`config.mk`:
```
export PLATFORM = sky130hd
export DESIGN_NAME = uart_rx
export DESIGN_NICKNAME = d
export VERILOG_FILES = /design/src/rtl/uart_rx.sv
export SDC_FILE = /design/constraint.sdc
export NUM_CORES = 1
export LEC_CHECK = 0
export BUFFER_PORTS_ARGS = -buffer_cell sky130_fd_sc_hd__buf_2
export CAP_MARGIN = 40
export CORE_MARGIN = 2
export CORE_UTILIZATION = 60
export CTS_CLUSTER_SIZE = 8
export DETAILED_ROUTE_END_ITERATION = 8
export GPL_TIMING_DRIVEN = 0
export PLACE_DENSITY_LB_ADDON = 0.05
export SLEW_MARGIN = 20
export SYNTH_ARGS = -nofsm -noshare
export SYNTH_HDL_FRONTEND = slang
export SYNTH_SLANG_ARGS = --single-unit
```
`constraint.sdc`:
```
create_clock -name clk -period 5.95 [get_ports clk]
set_clock_uncertainty 0.1 [all_clocks]
set_input_delay 0.595 -clock clk [delete_from_list [all_inputs] [get_ports clk]]
set_output_delay 0.595 -clock clk [all_outputs]
set_load 0.005 [all_outputs]
```
`src/rtl/uart_rx.sv`:
```
`default_nettype none
// ============================================================================
// Module   : uart_rx
// Purpose  : 8N1 UART receiver with 16x oversampling, programmable tick
//            divisor and a small first-word-fall-through receive FIFO.
//            Sticky flags report framing errors and FIFO overruns.
// Ports    : clk         - clock, all logic on rising edge
//            reset       - asynchronous active-high reset
//            i_uart_rx   - asynchronous serial line (idle high)
//            i_baud_div  - tick period minus 1, in clk cycles
//            o_rx_data   - FIFO head byte (valid when o_rx_valid)
//            o_rx_valid  - FIFO not empty
//            i_rx_ready  - consumer accepts head byte when valid & ready
//            o_rx_count  - FIFO occupancy
//            o_frame_err - sticky: stop bit sampled low
//            o_overrun   - sticky: byte dropped on full FIFO
//            i_clr_err   - pulse clearing both sticky flags
// Revision : 1.0 - initial release
// ============================================================================
module uart_rx #(
  parameter int FIFO_DEPTH = 4,
  parameter int OVERSAMPLE = 16
) (
  input  logic                          clk,
  input  logic                          reset,
  input  logic                          i_uart_rx,
  input  logic [15:0]                   i_baud_div,
  output logic [7:0]                    o_rx_data,
  output logic                          o_rx_valid,
  input  logic                          i_rx_ready,
  output logic [$clog2(FIFO_DEPTH):0]   o_rx_count,
  output logic                          o_frame_err,
  output logic                          o_overrun,
  input  logic                          i_clr_err
);

  localparam int AW = $clog2(FIFO_DEPTH);

  // Last tick of a bit period and the mid-bit tick of the start bit.
  localparam logic [3:0] SCNT_LAST = 4'(OVERSAMPLE - 1);
  localparam logic [3:0] SCNT_MID  = 4'(OVERSAMPLE / 2 - 1);

  localparam logic [AW:0] FULL_COUNT = (AW+1)'(FIFO_DEPTH);
  localparam logic [AW:0] PTR_ONE    = (AW+1)'(1);

  localparam logic [2:0] S_IDLE      = 3'd0;
  localparam logic [2:0] S_START     = 3'd1;
  localparam logic [2:0] S_DATA      = 3'd2;
  localparam logic [2:0] S_STOP      = 3'd3;
  localparam logic [2:0] S_WAIT_HIGH = 3'd4;

  // --------------------------------------------------------------------------
  // Two-flop synchronizer, reset to the idle (high) line level
  // --------------------------------------------------------------------------
  logic sync1;
  logic rx_s;

  always_ff @(posedge clk or posedge reset) begin
    if (reset) begin
      sync1 <= 1'b1;
      rx_s  <= 1'b1;
    end else begin
      sync1 <= i_uart_rx;
      rx_s  <= sync1;
    end
  end

  // --------------------------------------------------------------------------
  // Oversampling tick generator
  // --------------------------------------------------------------------------
  logic [15:0] baud_cnt;
  logic        tick;

  // ">=" rather than "==" so that lowering the divisor between frames while
  // the counter sits above the new value wraps at once instead of running
  // the full 16-bit range.
  assign tick = (baud_cnt >= i_baud_div);

  always_ff @(posedge clk or posedge reset) begin
    if (reset) begin
      baud_cnt <= 16'd0;
    end else if (tick) begin
      baud_cnt <= 16'd0;
    end else begin
      baud_cnt <= baud_cnt + 16'd1;
    end
  end

  // --------------------------------------------------------------------------
  // Deframing state machine
  // --------------------------------------------------------------------------
  logic [2:0] state;
  logic [3:0] scnt;
  logic [2:0] bidx;
  logic [7:0] shreg;
  logic       stop_sample;
  logic       push;
  logic       stop_bad;

  assign stop_sample = tick && (state == S_STOP) && (scnt == SCNT_LAST);
  assign push        = stop_sample && rx_s;
  assign stop_bad    = stop_sample && !rx_s;

  always_ff @(posedge clk or posedge reset) begin
    if (reset) begin
      state <= S_IDLE;
      scnt  <= 4'd0;
      bidx  <= 3'd0;
      shreg <= 8'd0;
    end else if (tick) begin
      case (state)
        S_IDLE: begin
          if (!rx_s) begin
            scnt  <= 4'd0;
            state <= S_START;
          end
        end
        S_START: begin
          if (scnt == SCNT_MID) begin
            scnt <= 4'd0;
            bidx <= 3'd0;
            // Line back high at mid start bit: treat as a glitch.
            state <= rx_s ? S_IDLE : S_DATA;
          end else begin
            scnt <= scnt + 4'd1;
          end
        end
        S_DATA: begin
          if (scnt == SCNT_LAST) begin
            scnt        <= 4'd0;
            shreg[bidx] <= rx_s;
            if (bidx == 3'd7) begin
              state <= S_STOP;
            end else begin
              bidx <= bidx + 3'd1;
            end
          end else begin
            scnt <= scnt + 4'd1;
          end
        end
        S_STOP: begin
          if (scnt == SCNT_LAST) begin
            scnt  <= 4'd0;
            // A low stop bit may be a break; wait for the line to recover
            // so the held-low level is not seen as a fresh start bit.
            state <= rx_s ? S_IDLE : S_WAIT_HIGH;
          end else begin
            scnt <= scnt + 4'd1;
          end
        end
        S_WAIT_HIGH: begin
          if (rx_s) begin
            state <= S_IDLE;
          end
        end
        default: begin
          state <= S_IDLE;
        end
      endcase
    end
  end

  // --------------------------------------------------------------------------
  // Receive FIFO (first-word fall-through)
  // --------------------------------------------------------------------------
  logic [7:0]  mem [FIFO_DEPTH];
  logic [AW:0] wptr;
  logic [AW:0] rptr;
  logic [AW:0] count;
  logic        full;
  logic        pop;
  logic        wr_en;

  assign count = wptr - rptr;
  assign full  = (count == FULL_COUNT);
  assign pop   = o_rx_valid && i_rx_ready;
  // A simultaneous pop frees the slot, so a push on full still lands.
  assign wr_en = push && (!full || pop);

  always_ff @(posedge clk or posedge reset) begin
    if (reset) begin
      wptr <= '0;
      rptr <= '0;
      for (int i = 0; i < FIFO_DEPTH; i++) begin
        mem[i] <= 8'd0;
      end
    end else begin
      if (wr_en) begin
        mem[wptr[AW-1:0]] <= shreg;
        wptr              <= wptr + PTR_ONE;
      end
      if (pop) begin
        rptr <= rptr + PTR_ONE;
      end
    end
  end

  assign o_rx_data  = mem[rptr[AW-1:0]];
  assign o_rx_valid = (count != '0);
  assign o_rx_count = count;

  // --------------------------------------------------------------------------
  // Sticky error flags: a set event outranks a same-cycle clear
  // --------------------------------------------------------------------------
  always_ff @(posedge clk or posedge reset) begin
    if (reset) begin
      o_frame_err <= 1'b0;
      o_overrun   <= 1'b0;
    end else begin
      if (stop_bad) begin
        o_frame_err <= 1'b1;
      end else if (i_clr_err) begin
        o_frame_err <= 1'b0;
      end
      if (push && full && !pop) begin
        o_overrun <= 1'b1;
      end else if (i_clr_err) begin
        o_overrun <= 1'b0;
      end
    end
  end

endmodule
`default_nettype wire

```
Yosys cells after proc, flatten, opt, wreduce, memory -nomap -nowiden
Cells that the tools add are included.
{"block": "word_totals", "mem_bits_rw": 0, "output_inout_bits": 14, "wordCells": 99, "reg_bits": 76, "latchBits": 0, "input_bits": 21, "memories": 0, "rom_bits": 0}
{"block": "classes", "eq_ne": 15, "magnitude_cmp": 6, "reduce_logical": 25, "bitwise_logic": 2, "multipliers": 0, "n_addsub": 6, "n_shift": 0, "div": 0, "muxes": 30}
{"operator": "$bwmux W32", "count": 1}
{"operator": "$mux W3", "count": 10}
{"operator": "$mux W8", "count": 3}
{"operator": "$add A16 B1 Y16 const B", "count": 1}
{"operator": "$bmux W8 S2", "count": 1}
{"operator": "$demux W8 S2", "count": 1}
{"operator": "$ge A16 B16 Y1", "count": 1}
{"operator": "$mux W16", "count": 1}
{"operator": "$pmux W3 S5", "count": 1}
{"operator": "$mux W4", "count": 3}
{"operator": "$ne A2 B2 Y1 const B", "count": 6}
{"operator": "$pmux W4 S3", "count": 1}
{"operator": "$logic_and A1 B1 Y1", "count": 10}
{"operator": "$add A3 B1 Y3 const B", "count": 3}
{"operator": "$eq A3 B3 Y1 const B", "count": 3}
{"operator": "$bwmux W8", "count": 1}
{"operator": "$reduce_and A7 Y1", "count": 1}
{"operator": "$eq A3 B2 Y1 const B", "count": 2}
{"operator": "$ge A3 B3 Y1 const B", "count": 2}
{"operator": "$not A2 Y3", "count": 2}
{"operator": "$pmux W3 S2", "count": 1}
{"operator": "$reduce_and A3 Y1", "count": 2}
{"operator": "$reduce_bool A2 Y1", "count": 3}
{"operator": "$reduce_bool A3 Y1", "count": 2}
{"operator": "17 further kinds", "count": 22}

Logic depth before layout (Yosys ltp)
{"block": "depth", "word_depth": 7, "ltp_mapped": 10}

Worst setup path before layout
OpenSTA, ideal clock, no wires.
{"block": "synth_path", "path_kind": "reg2reg", "start": "reg wptr[0]", "end": "reg mem[0] (netlist name)", "stages_incl_launch_ff": 11, "required_ns": 5.725, "setup_slack_ns": 3.297, "arrival_time_ns": 2.428, "setup_time_ns": 0.125, "path_cell_list": "dfrtp_1 > inv_1 > ha_1 > fa_1 > xor2_1 > xnor2_1 > nor3_1 > nor2_1 > and4b_1 > buf_6 > mux2_4"}
{"block": "synth_via", "elab_chain_len": 6, "word_cells_on_any_way": 14}
{"element": "from (decl)", "line_no": "167", "rtl": "logic [AW:0] wptr;"}
{"element": "from (signal assigned)", "line_no": "190", "rtl": "wptr <= wptr + PTR_ONE;"}
{"element": "$not A2 Y3 (not written as such)", "line_no": "189", "rtl": "mem[wptr[AW-1:0]] <= shreg;"}
{"element": "$ge A3 B3 Y1 (not written as such) or $lt A3 B1 Y1 (tied branches)", "line_no": "189"}
{"element": "$logic_and A1 B1 Y1 (not written as such)", "line_no": "189"}
{"element": "$mux W8 (not written as such)", "line_no": "189"}
{"element": "$demux W8 S2", "line_no": "189"}
{"element": "$bwmux W32", "line_no": "189"}
{"element": "to (signal, indexed assignment)", "line_no": "189"}
{"element": "to (decl)", "line_no": "166", "rtl": "logic [7:0] mem [FIFO_DEPTH];"}
Parallel ways exist; a longest one is shown, timed or not.
A chain may end at the register's enable or synchronous reset.

Worst setup path after layout
{"block": "layout_path", "start": "reg wptr[0]", "end": "reg mem[5] (netlist name)"}
The elaborated chain is that of the path after synthesis.

==> impl_metrics.ini <==
[power_and_ir_drop]
power.switching_mw = 0.3704
swShare_pct = 28.04
pwr-share-clk_pct = 36.5
peakVddDrop_uv = 165.9
p_per_area_mw_per_mm2 = 281.8
power.total_mw = 1.321
power_leakage_nw = 2.382
comb_power_share_pct = 18.8
p_int_mw = 0.9508
sequentialPowerShare_pct = 44.7

[yosys]
seq_area_frac_synth_pct = 46.00
synth_ff_type = dfrtp_1
synth_top_area_cell = dfrtp_1
ys_warn_count = 0
synth_top_area_share_pct = 44.73
synth_area_leaders = dfrtp_1, mux2_2, ha_1
synthCells = 344
synth_edf_count = 0
avgSynthCellArea_um2 = 12.04
synth_seq_cells = 76
syn-num-nets = 393
ys_types = 49
async_reset_ff_share_pct = 100.0
synth_area_mm2 = 0.004140

[clocking]
clock-sinks = 76
cts_resized = 0
root_buffer = clkbuf_8
cts_setup_buffers = 0
numCtsBuffers = 9
insertion_delay_ps = 350
cts_tree = built
holdBufCountCts = 0
cts_buffer_depth = 2
clk_pin_slew_ps = 80
h-tree-depth = 3

[global_routing]
grt_pass1_vias = 2725
grt_usage_pct = 22.72
grt_antenna_before_repair = 0
grt_pass1_wl_um = 13210
overflow = 0
grt_max_degree = 50

[die]
top_level_ports = 35
rows = 30
start_util_pct = 61.62
dieArea_mm2 = 0.007581
coreArea_mm2 = 0.006719
die_h_um = 87.07
die_x_um = 87.07

[critical_path]
crit_type = flop to flop
reg2reg_slack_ps = 2930
reg2reg_from = wptr[0]
cp.arrival_ps = 3150
end_kind = flop
worst-path-max-fanout = 9
crit_chain = inv_1 > ha_1 > fa_1 > xor2_1 > xnor2_1 > nor3_1 > nor2_1 > and4b_1 > buf_6 > mux2_4
r2r_end = mem[5]
ff2ff_path_depth = 10
worstSetupStartpointType = flop
worst_ep_required_time_ps = 6080
cpMaxStageDelayCell = dfrtp_1
slowest_delay_ps = 420

[sta]
period_needed_ps = 3020
maxSlewHeadroom_pct = 51.76
worst_slew_pin_slew_ps = 723.6
finalCritPeriodShare_pct = 50.76
fin_tns_setup_ps = 0
maxSlewViolCount = 0
rsz0062_at_grt = no
holdWs_ps = 120.1
hold_viol = 0
max_freq_mhz = 331.1
worst_slack_ps = 2930
setup_viol = 0

[drt]
drtPass1Iterations = 4
drt-met1-wl_um = 3719
viasPerCell = 5.758
num_vias = 2735
wl_per_cell_um = 16.04
drc = 0
ant_nets = 0
drt-initial-drc-count = 110
routed.top_layer = met4
wl_met3_um = 299
wirelength_um = 7618
wl_met2_um = 3521

[final_layout]
fillers = 499
layout_commonest_cell = dfrtp_1
final_cell_mix = dfrtp_1, buf_2, mux2_2
syn_to_final_growth_pct = 13.24
drive_above_1_share_pct = 30.38
nets = 439
antenna_cells = 0
fin_area_mm2 = 0.004688

[place]
gp_routability_congestion = 0.8286
post-place-ws_ps = 2951
portBuffers = 34
placed_area_mm2 = 0.004441
dp_hpwl_um = 5428

[hold_path]
hp-class = input pin to asynchronous set/reset pin

[job]
cap_violations = 0

[run_status]
status = finished, final reports clean
## layer usage
metal / GRT usage, % / vias to the layer above
li1: - / 1319
met4: 5.966 / 0
met1: 32.54 / 1359
met5: 0 / -
met2: 34.77 / 47
met3: 5.687 / 10
## power by group through the flow
stage	combinational (mW)	sequential [mW]	clock, mW
3_3_place_gp	0.242	0.599	0
6_report	0.249	0.590	0.482
4_1_cts	0.254	0.591	0.489
2_1_floorplan	0.187	0.590	0
5_1_grt	0.293	0.597	0.513
3_5_place_dp	0.252	0.602	0
## synthesized netlist by cell type (2+ instances only)
master / instances
inv_1: 26
o21ai_0: 5
and3_1: 7
nor2_1: 25
dfrtp_1: 74
buf_6: 2
mux2_4: 16
o22ai_1: 2
nand3b_1: 2
clkbuf_1: 8
nand2_1: 18
nor2b_1: 3
o2bb2ai_1: 3
nor3b_1: 3
or3_1: 2
xor2_1: 10
nand4b_2: 2
mux4_2: 8
and4b_1: 2
nand4_1: 7
dfstp_2: 2
and4_1: 3
nand4b_1: 3
ha_1: 27
nand3_1: 10
buf_2: 2
nor4b_1: 2
xnor2_1: 9
mux2_2: 31
nor3_1: 4
a21oi_1: 8
## area by class of cell
type                       instances  area (um2)  area share (%)
buffer                            12       62.56           1.334
multi-input combinational        230        2076           44.28
tap                               80       100.1           2.135
sequential                        76        1904           40.62
timing repair buffer              35       197.7           4.217
inverter                          26       100.1           2.135
clock buffer                       9       123.9           2.642
clock inverter                     7       123.9           2.642
## flip-flops by register name, indices dropped and copies added (netlist names)
signal,flops
bidx,3
state,3
o_overrun,1
mem,32
baud_cnt,16
shreg,8
rx_s,1
rptr,3
o_frame_err,1
wptr,3
scnt,4
sync1,1
## worst max path at each step
stage	from	to	slack, ps
2_1_floorplan	wptr[0]	mem[0]	3300
3_3_place_gp	reset	shreg[4]	2450
3_5_place_dp	wptr[0]	mem[5]	2950
4_1_cts	wptr[0]	mem[5]	2910
5_1_grt	wptr[0]	mem[24]	2640
6_report	wptr[0]	mem[5]	2930
## cell families (layout without fill, tap and decap cells)
logic type                 after synthesis  in the layout  synth area share [%]
adders and majority gates               28             28                 8.643
buffers and inverters                   38             89                 3.868
and+or+nand+nor                        100            100                 13.90
muxes                                   55             55                 18.59
AOI/OAI and AO/OA                       28             28                 4.987
DFF                                     76             76                 46.00
xor gates and xnor gates                19             19                 4.019
## critical path: cells and delay by family (launching register included)
family	cells	cell delay (ps)
adders and majority gates	2	600
xor gates and xnor gates	2	390
and+or+nand+nor	3	790
buffers and inverters	2	300
DFF	1	420
muxes	1	310
## stage by stage
step                std cells  util (%)
floorplan                 344         -
global placement          458     65.64
detailed placement        459     66.09
CTS                       475     69.78
global route              475     69.78
finish                    475     69.78
Power figures use the tool's default switching activity.
